**src/rtl/pc_select_pkg.sv**
```systemverilog
// pc_select_pkg: Y86-64 icodes, status codes and fetch FSM states
package pc_select_pkg;
  localparam logic [3:0] IHALT = 4'h0;
  localparam logic [3:0] INOP = 4'h1;
  localparam logic [3:0] IRRMOVQ = 4'h2;
  localparam logic [3:0] IIRMOVQ = 4'h3;
  localparam logic [3:0] IRMMOVQ = 4'h4;
  localparam logic [3:0] IMRMOVQ = 4'h5;
  localparam logic [3:0] IOPQ = 4'h6;
  localparam logic [3:0] IJXX = 4'h7;
  localparam logic [3:0] ICALL = 4'h8;
  localparam logic [3:0] IRET = 4'h9;
  localparam logic [3:0] IPUSHQ = 4'hA;
  localparam logic [3:0] IPOPQ = 4'hB;
  localparam logic [2:0] SBUB = 3'd0;
  localparam logic [2:0] SAOK = 3'd1;
  localparam logic [2:0] SHLT = 3'd2;
  localparam logic [2:0] SADR = 3'd3;
  localparam logic [2:0] SINS = 3'd4;
  typedef enum logic [1:0] {RUN = 2'd0, RET_WAIT = 2'd1, HALT = 2'd2} state_e;
  function automatic logic is_halt_stat(input logic [2:0] s);
    return s == SHLT || s == SADR || s == SINS;
  endfunction
endpackage

```
**src/rtl/pc_select_if.sv**
```systemverilog
// pc_select_if: pipeline-side signals feeding and leaving the fetch PC selector
interface pc_select_if #(parameter int CNT_W = 32);
  logic stall_i;
  logic [3:0] f_icode_i;
  logic [63:0] f_valC_i;
  logic [63:0] f_valP_i;
  logic [3:0] M_icode_i;
  logic M_cnd_i;
  logic [63:0] M_valA_i;
  logic [3:0] W_icode_i;
  logic [63:0] W_valM_i;
  logic [2:0] W_stat_i;
  logic [63:0] pc_o;
  logic [63:0] pred_pc_o;
  logic fetch_valid_o;
  logic [1:0] state_o;
  logic [CNT_W-1:0] fetch_cnt_o;
  modport master (
    output stall_i, f_icode_i, f_valC_i, f_valP_i, M_icode_i, M_cnd_i, M_valA_i,
           W_icode_i, W_valM_i, W_stat_i,
    input pc_o, pred_pc_o, fetch_valid_o, state_o, fetch_cnt_o
  );
  modport slave (
    input stall_i, f_icode_i, f_valC_i, f_valP_i, M_icode_i, M_cnd_i, M_valA_i,
          W_icode_i, W_valM_i, W_stat_i,
    output pc_o, pred_pc_o, fetch_valid_o, state_o, fetch_cnt_o
  );
endinterface

```
**src/rtl/pc_select_predict.sv**
```systemverilog
// pc_select_predict: next-PC prediction, jumps and calls predicted taken
module pc_select_predict
  import pc_select_pkg::*;
(
  input  logic [3:0]  f_icode,
  input  logic [63:0] f_valC,
  input  logic [63:0] f_valP,
  output logic [63:0] pred_pc
);
  assign pred_pc = (f_icode == IJXX || f_icode == ICALL) ? f_valC : f_valP;
endmodule

```
**src/rtl/pc_select.sv**
```systemverilog
// pc_select: fetch PC selection, ret/halt fetch FSM and fetch counter
module pc_select
  import pc_select_pkg::*;
#(
  parameter logic [63:0] RESET_PC = 64'd0,
  parameter int CNT_W = 32
) (
  input logic clk_i,
  input logic rst_i,
  pc_select_if.slave bus
);
  state_e state_q, state_d;
  logic [63:0] pred_pc_q, pred_pc_d, next_pc;
  logic [CNT_W-1:0] cnt_q, cnt_d;
  logic mispredict, ret_w, redirect, fetch_valid, adv;
  pc_select_predict u_predict (
    .f_icode(bus.f_icode_i),
    .f_valC(bus.f_valC_i),
    .f_valP(bus.f_valP_i),
    .pred_pc(next_pc)
  );
  // redirect selection, fetch gating and next-state computation
  always_comb begin
    mispredict = bus.M_icode_i == IJXX && !bus.M_cnd_i;
    ret_w = bus.W_icode_i == IRET;
    redirect = mispredict || ret_w;
    fetch_valid = state_q == RUN || (state_q == RET_WAIT && redirect);
    adv = fetch_valid && !bus.stall_i;
    pred_pc_d = adv ? next_pc : pred_pc_q;
    cnt_d = (adv && !(&cnt_q)) ? cnt_q + 1'b1 : cnt_q;
    state_d = is_halt_stat(bus.W_stat_i) ? HALT :
              bus.stall_i ? state_q :
              (state_q == RUN && bus.f_icode_i == IRET && !redirect) ? RET_WAIT :
              (state_q == RET_WAIT && redirect) ? RUN : state_q;
  end
  // state registers, reset overrides every state including HALT
  always_ff @(posedge clk_i) begin
    if (rst_i) begin
      state_q <= RUN;
      pred_pc_q <= RESET_PC;
      cnt_q <= '0;
    end else begin
      state_q <= state_d;
      pred_pc_q <= pred_pc_d;
      cnt_q <= cnt_d;
    end
  end
  assign bus.pc_o = mispredict ? bus.M_valA_i : ret_w ? bus.W_valM_i : pred_pc_q;
  assign bus.fetch_valid_o = fetch_valid;
  assign bus.pred_pc_o = pred_pc_q;
  assign bus.state_o = state_q;
  assign bus.fetch_cnt_o = cnt_q;
endmodule

```
**src/flat_wrapper.sv**
```systemverilog
// flat-port wrapper written by rule: the top's interface ports become plain ports
module pc_select_flat import pc_select_pkg::*;
#(
  parameter logic [63:0] RESET_PC = 64'd0,
  parameter int CNT_W = 32
)
  (clk_i, rst_i, bus_stall_i, bus_f_icode_i, bus_f_valC_i, bus_f_valP_i, bus_M_icode_i, bus_M_cnd_i, bus_M_valA_i, bus_W_icode_i, bus_W_valM_i, bus_W_stat_i, bus_pc_o, bus_pred_pc_o, bus_fetch_valid_o, bus_state_o, bus_fetch_cnt_o);
  pc_select_if #(.CNT_W(CNT_W)) bus_i ();
  input logic clk_i;
  input logic rst_i;
  input wire logic [$bits(bus_i.stall_i)-1:0] bus_stall_i;
  input wire logic [$bits(bus_i.f_icode_i)-1:0] bus_f_icode_i;
  input wire logic [$bits(bus_i.f_valC_i)-1:0] bus_f_valC_i;
  input wire logic [$bits(bus_i.f_valP_i)-1:0] bus_f_valP_i;
  input wire logic [$bits(bus_i.M_icode_i)-1:0] bus_M_icode_i;
  input wire logic [$bits(bus_i.M_cnd_i)-1:0] bus_M_cnd_i;
  input wire logic [$bits(bus_i.M_valA_i)-1:0] bus_M_valA_i;
  input wire logic [$bits(bus_i.W_icode_i)-1:0] bus_W_icode_i;
  input wire logic [$bits(bus_i.W_valM_i)-1:0] bus_W_valM_i;
  input wire logic [$bits(bus_i.W_stat_i)-1:0] bus_W_stat_i;
  output wire logic [$bits(bus_i.pc_o)-1:0] bus_pc_o;
  output wire logic [$bits(bus_i.pred_pc_o)-1:0] bus_pred_pc_o;
  output wire logic [$bits(bus_i.fetch_valid_o)-1:0] bus_fetch_valid_o;
  output wire logic [$bits(bus_i.state_o)-1:0] bus_state_o;
  output wire logic [$bits(bus_i.fetch_cnt_o)-1:0] bus_fetch_cnt_o;
  assign bus_i.stall_i = bus_stall_i;
  assign bus_i.f_icode_i = bus_f_icode_i;
  assign bus_i.f_valC_i = bus_f_valC_i;
  assign bus_i.f_valP_i = bus_f_valP_i;
  assign bus_i.M_icode_i = bus_M_icode_i;
  assign bus_i.M_cnd_i = bus_M_cnd_i;
  assign bus_i.M_valA_i = bus_M_valA_i;
  assign bus_i.W_icode_i = bus_W_icode_i;
  assign bus_i.W_valM_i = bus_W_valM_i;
  assign bus_i.W_stat_i = bus_W_stat_i;
  assign bus_pc_o = bus_i.pc_o;
  assign bus_pred_pc_o = bus_i.pred_pc_o;
  assign bus_fetch_valid_o = bus_i.fetch_valid_o;
  assign bus_state_o = bus_i.state_o;
  assign bus_fetch_cnt_o = bus_i.fetch_cnt_o;
  pc_select #(.RESET_PC(RESET_PC), .CNT_W(CNT_W)) u_core (.clk_i(clk_i), .rst_i(rst_i), .bus(bus_i));
endmodule
```
**config.mk**
```make
export PLATFORM = sky130hd
export DESIGN_NAME = pc_select_flat
export DESIGN_NICKNAME = d
export VERILOG_FILES = /design/src/rtl/pc_select_pkg.sv /design/src/rtl/pc_select_if.sv /design/src/rtl/pc_select_predict.sv /design/src/rtl/pc_select.sv /design/src/flat_wrapper.sv
export SDC_FILE = /design/constraint.sdc
export NUM_CORES = 1
export LEC_CHECK = 0
export BUFFER_PORTS_ARGS = -buffer_cell sky130_fd_sc_hd__buf_4
export CORE_AREA = 4 4 170 172
export CTS_CLUSTER_DIAMETER = 100
export CTS_CLUSTER_SIZE = 30
export DETAILED_ROUTE_END_ITERATION = 16
export DIE_AREA = 0 0 174 176
export HOLD_SLACK_MARGIN = 0.1
export PLACE_DENSITY = 0.57
export SYNTH_ARGS = -nofsm -noshare
export SYNTH_HDL_FRONTEND = slang
export SYNTH_HIERARCHICAL = 1
export SYNTH_SLANG_ARGS = --single-unit
```
**constraint.sdc**
```tcl
create_clock -name clk_i -period 3.96 [get_ports clk_i]
set_clock_uncertainty 0.15 [all_clocks]
set_input_delay 0.792 -clock clk_i [delete_from_list [all_inputs] [get_ports clk_i]]
set_output_delay 0.792 -clock clk_i [all_outputs]
set_load 0.02 [all_outputs]
```
Yosys cells after proc, flatten, opt, wreduce, memory -nomap -nowiden
Index checks and enable logic that the tools add are counted.
{"block": "word_totals", "register_bits": 98, "output_inout_bits": 163, "input_bits": 275, "wordCells": 45}
{"block": "op_classes", "n_mux": 7, "addsub": 1, "n_reduce_logical": 22, "n_eq_ne": 10, "n_bitwise": 1}
{"op": "$mux W64", "count": 3}
{"op": "$add A32 B1 Y32 const B", "count": 1}
{"op": "$reduce_and A32 Y1", "count": 1}
{"op": "$eq A4 B4 Y1 const B", "count": 3}
{"op": "$eq A4 B3 Y1 const B", "count": 2}
{"op": "$mux W2", "count": 4}
{"op": "$eq A3 B2 Y1 const B", "count": 2}
{"op": "$logic_and A1 B1 Y1", "count": 6}
{"op": "$logic_or A1 B1 Y1", "count": 5}
{"op": "$logic_not A1 Y1", "count": 4}
{"op": "$reduce_and A2 Y1", "count": 2}
{"op": "$eq A3 B3 Y1 const B", "count": 1}
{"op": "$reduce_bool A3 Y1", "count": 1}
{"op": "$eq A2 B1 Y1 const B", "count": 1}
{"op": "$logic_not A2 Y1", "count": 1}
{"op": "$ne A2 B1 Y1 const B", "count": 1}
{"op": "$reduce_bool A2 Y1", "count": 1}
{"op": "$reduce_or A2 Y1", "count": 1}
{"op": "$not A1 Y1", "count": 1}

Depth between registers and ports, before layout
{"block": "logic_depth", "word_depth": 8, "ltp_mapped": 8, "depth_no_buf": 6}

Modules after synthesis
The synthesis kept the hierarchy.
{"module": "pc_select", "cells_each": 783, "instances": 1, "seq_area_each_um2": 1961.9, "area_each_um2": 5270.1}
{"module": "pc_select_predict", "cells_each": 450, "instances": 1, "seq_area_each_um2": 0.0, "area_each_um2": 3286.9}

Least setup slack after synthesis
Ideal clock, no wire load.
{"block": "synth_path", "path_kind": "input to output", "start": "input port bus_W_icode_i[2]", "end": "output port bus_pc_o[10]", "path_buffers": 2, "stages": 5, "slack_ns": 0.896, "arrival_time_ns": 2.122, "required_ns": 3.018, "path_cell_list": "and4bb_2 clkbuf_1 buf_1 nand2_1 a31oi_1"}
{"block": "synth_via", "elab_chain_len": 3}
{"item": "start, declared", "line_no": "flat_wrapper.sv:18", "rtl": "input wire logic [$bits(bus_i.W_icode_i)-1:0] bus_W_icode_i;"}
{"item": "$eq A4 B4 Y1", "line_no": "pc_select.sv:25", "rtl": "ret_w = bus.W_icode_i == IRET;"}
{"item": "$mux W64 (2 in series)", "line_no": "pc_select.sv:48", "rtl": "assign bus.pc_o = mispredict ? bus.M_valA_i : ret_w ? bus.W_valM_i : pred_pc_q;"}
{"item": "end, declared", "line_no": "flat_wrapper.sv:21", "rtl": "output wire logic [$bits(bus_i.pc_o)-1:0] bus_pc_o;"}
No other way between the ends.

Worst setup path after layout
{"block": "layout_path", "start": "input port bus_W_icode_i[2]", "end": "output port bus_pc_o[59]"}
Same word-level chain as after synthesis.

==> results.py <==
metrics = {
    "yosys": {
        "syn_area_um2": 8557,
        "syn-mean-instance-area_um2": 6.940,
        "synth_top_cell_area_share_pct": 22.93,
        "synth_fp_nets": 1509,
        "synth_top_family_by_area": "simple AND/OR/NAND/NOR gates",
        "ys_ff_latch": 98,
        "synthSimpleGateAreaFrac_pct": 34.49,
        "synth_commonest_cells": "nand2_1, a21oi_1, dfxtp_1, nor2_1, clkbuf_1",
        "synth-async-reset-ratio_pct": 0,
        "synthFlopType": "dfxtp_1",
        "synthTopCellsByArea": "dfxtp_1, nand2_1, a221oi_2",
        "synth_compound_area_share_pct": 32.04,
        "synth_edf_count": 0,
        "synthAdderAreaFrac_pct": 0.1462,
        "synth_area_leader_cell": "dfxtp_1",
        "yosysMostFrequentCell": "nand2_1",
        "muxShareOfSynthArea_pct": 0.6580,
        "yosysWarnings": 6,
        "synth_cell_type_count": 54,
        "ys_seq_area_share_pct": 22.93,
        "synthCells": 1233,
        "synthXorXnorAreaFrac_pct": 0.1024,
    },
    "sta": {
        "worstMarginPinSlew_ns": 0.9989,
        "min_period_over_period_pct": 83.46,
        "slew_headroom_pct": 33.41,
        "hold_ws_ns": 0.3276,
        "setup_tns_ns": 0,
        "report.final.slew_viol_count": 0,
        "hold_viol": 0,
        "min_period_ns": 3.305,
        "rsz0062_at_grt": "no",
        "finalSetupViolations": 0,
        "clock.fmax_ghz": 0.3026,
    },
    "worst_setup_path": {
        "path_class": "in2out",
        "crit_cells": 6,
        "end_kind": "output pin",
        "cp_num_buf_inv": 3,
        "critical_path_arrival_ns": 2.36,
        "regToRegSetupSlack_ns": 1.08,
        "slowest_stage": "nand4bb_4",
        "worst_path_dominant_cell_family": "buffers and inverters",
        "start_kind": "primary input",
        "cpPeakStageDelay_ns": 0.61,
        "r2r-start": "u_core/bus.fetch_cnt_o[0]$_SDFFE_PP0P_",
        "required_ns": 3.02,
        "crit_chain": "buf_4 > nand4bb_4 > buf_12 > nand2_1 > a31oi_1 > buf_4",
        "cpMostUsedCell": "buf_4",
        "startpoint": "bus_W_icode_i[2]",
        "cp_max_fo": 34,
        "cp-endpoint": "bus_pc_o[59]",
        "r2r_cells": 7,
        "r2r-end": "u_core/bus.fetch_cnt_o[17]$_SDFFE_PP0P_",
    },
    "global_route": {
        "grt_pass1_vias": 10090,
        "antenna_found_initial": 0,
        "track_usage_pct": 22.79,
        "grt_max_degree": 127,
        "grt_pass1_wl_um": 56710,
        "gr-total-overflow": 0,
    },
    "flow_run": {
        "cap_viol_max_count": 0,
    },
    "finish": {
        "nNetsFinal": 1856,
        "antennaDiodeCount": 0,
        "utilization_pct": 44.84,
        "nFillCells": 2880,
        "drive_gt1_share_pct": 35.14,
        "area_growth_pct": 43.98,
    },
    "clocking": {
        "cts_hold_buf": 0,
        "cts_tree": "done",
        "cts.sinks": 98,
        "h-tree-depth": 3,
        "cts_root_buf": "clkbuf_16",
        "clkSlewWorstSetupHoldPaths_ns": 0.08,
        "clk_path_buf_depth": 2,
        "numCtsBuffers": 9,
        "clk_latency_ns": 0.36,
        "post_cts_buffers": 0,
        "cts.repair.resized": 0,
    },
    "power_and_ir_drop": {
        "ir_drop_mv": 0.1719,
        "power-per-cell-area_nw_per_um2": 258.6,
        "p_leak_nw": 5.200,
        "power_w": 0.003186,
    },
    "die": {
        "fp.dieW_um": 174,
        "dieArea_um2": 30620,
        "core-area_um2": 27480,
        "ios": 438,
        "die_y_um": 176,
        "num_rows": 61,
        "start_util_pct": 31.14,
    },
    "place": {
        "gp_congestion": 0.8308,
        "dp_hpwl_um": 26650,
        "port_buffers": 437,
    },
    "run_status": {
        "status": "complete, no violations",
    },
    "routing": {
        "dr.first_iter.drc_count": 693,
        "viasPerCell": 5.434,
        "drc": 0,
        "postRouteAntennaNets": 0,
        "drt_pass1_iterations": 5,
        "route.detailed.wl_per_inst_um": 19.11,
        "routed_wl_um": 36900,
        "num_vias": 10490,
    },
    "min_path": {
        "holdCritPathClass": "reg2reg",
    },
}
==> layout make-up <==
type | instances | area, um2 | share of cell area [%]
multi-input cells | 943 | 5814 | 47.19
repair buffers | 460 | 3545 | 28.77
flip-flops and latches | 98 | 1962 | 15.92
well taps | 346 | 432.9 | 3.514
inverters | 68 | 255.2 | 2.072
clock buffers | 9 | 225.2 | 1.828
clock inverters | 7 | 86.33 | 0.7007
==> placed cells by master (no fill, tap or decap), types with 7 or more instances in the layout <==
cell	Yosys	final
a221oi_2	60	60
a21oi_1	155	155
o21ai_0	12	12
buf_12	0	7
inv_1	68	68
nor2_1	76	76
o22ai_1	64	64
dfxtp_1	98	98
nand3_1	9	9
clkbuf_16	0	9
a31oi_1	64	64
nand4_1	11	11
nand2_1	271	269
or3_1	11	11
or4_1	15	15
buf_4	3	452
o31ai_1	14	14
or4b_1	60	60
nand2b_1	64	64
==> metrics by stage <==
stage	std cells	setup WS, ns	instance area (um2)
6_report	1931	0.6549	12320
5_1_grt	1931	0.5370	12320
4_1_cts	1931	0.6390	12320
3_5_place_dp	1915	0.6515	12010
3_3_place_gp	1915	0.6984	12010
2_1_floorplan	1233	0.8959	8557
==> state kept, by name (all words and copies together) (netlist names) <==
register,flops
u_core/bus.fetch_cnt_o,32
u_core/bus.state_o,2
u_core/bus.pred_pc_o,64
==> kinds of logic after synthesis <==
group                      count (synthesis)
and+or+nand+nor                          556
AOI/OAI and AO/OA                        380
buffers and inverters                    192
DFF                                       98
muxes                                      5
xor gates and xnor gates                   1
adders and majority gates                  1
==> how the worst min path moves through the flow <==
stage | from | end | slack [ns] | depth (start not counted)
2_1_floorplan | u_core/bus.pred_pc_o[12]$_SDFFE_PP0P_ | u_core/bus.pred_pc_o[12]$_SDFFE_PP0P_ | 0.39 | 2
3_3_place_gp | u_core/bus.pred_pc_o[41]$_SDFFE_PP0P_ | u_core/bus.pred_pc_o[41]$_SDFFE_PP0P_ | 0.32 | 2
3_5_place_dp | u_core/bus.pred_pc_o[12]$_SDFFE_PP0P_ | u_core/bus.pred_pc_o[12]$_SDFFE_PP0P_ | 0.31 | 2
4_1_cts | u_core/bus.pred_pc_o[12]$_SDFFE_PP0P_ | u_core/bus.pred_pc_o[12]$_SDFFE_PP0P_ | 0.33 | 2
5_1_grt | u_core/bus.pred_pc_o[28]$_SDFFE_PP0P_ | u_core/bus.pred_pc_o[28]$_SDFFE_PP0P_ | 0.35 | 2
6_report | u_core/bus.pred_pc_o[12]$_SDFFE_PP0P_ | u_core/bus.pred_pc_o[12]$_SDFFE_PP0P_ | 0.33 | 2
==> tightest hold or removal path: cells and delay by family, from the launching register on <==
family | cells | cell delay [ns]
compound gates | 1 | 0.05
simple gates | 1 | 0.06
flops | 1 | 0.32
==> layer usage <==
layer / track usage [%] / wire [um] / part of all wire (%)
met2: 39.43 / 18010 / 49
met3: 5.353 / 2544 / 6.9
met4: 5.807 / 734 / 2.0
met1: 28.70 / 15600 / 42
met5: 0 / 0 / 0
==> power breakdown <==
part           switching, W  leakage (nW)  total [W]  internal (W)
Clock              0.000466         0.144   0.000971      0.000505
Sequential        0.0000580         0.799    0.00109       0.00103
Combinational      0.000595          4.26    0.00112      0.000528
Total               0.00112          5.20    0.00319       0.00207
(Power assumes the default switching activity.)
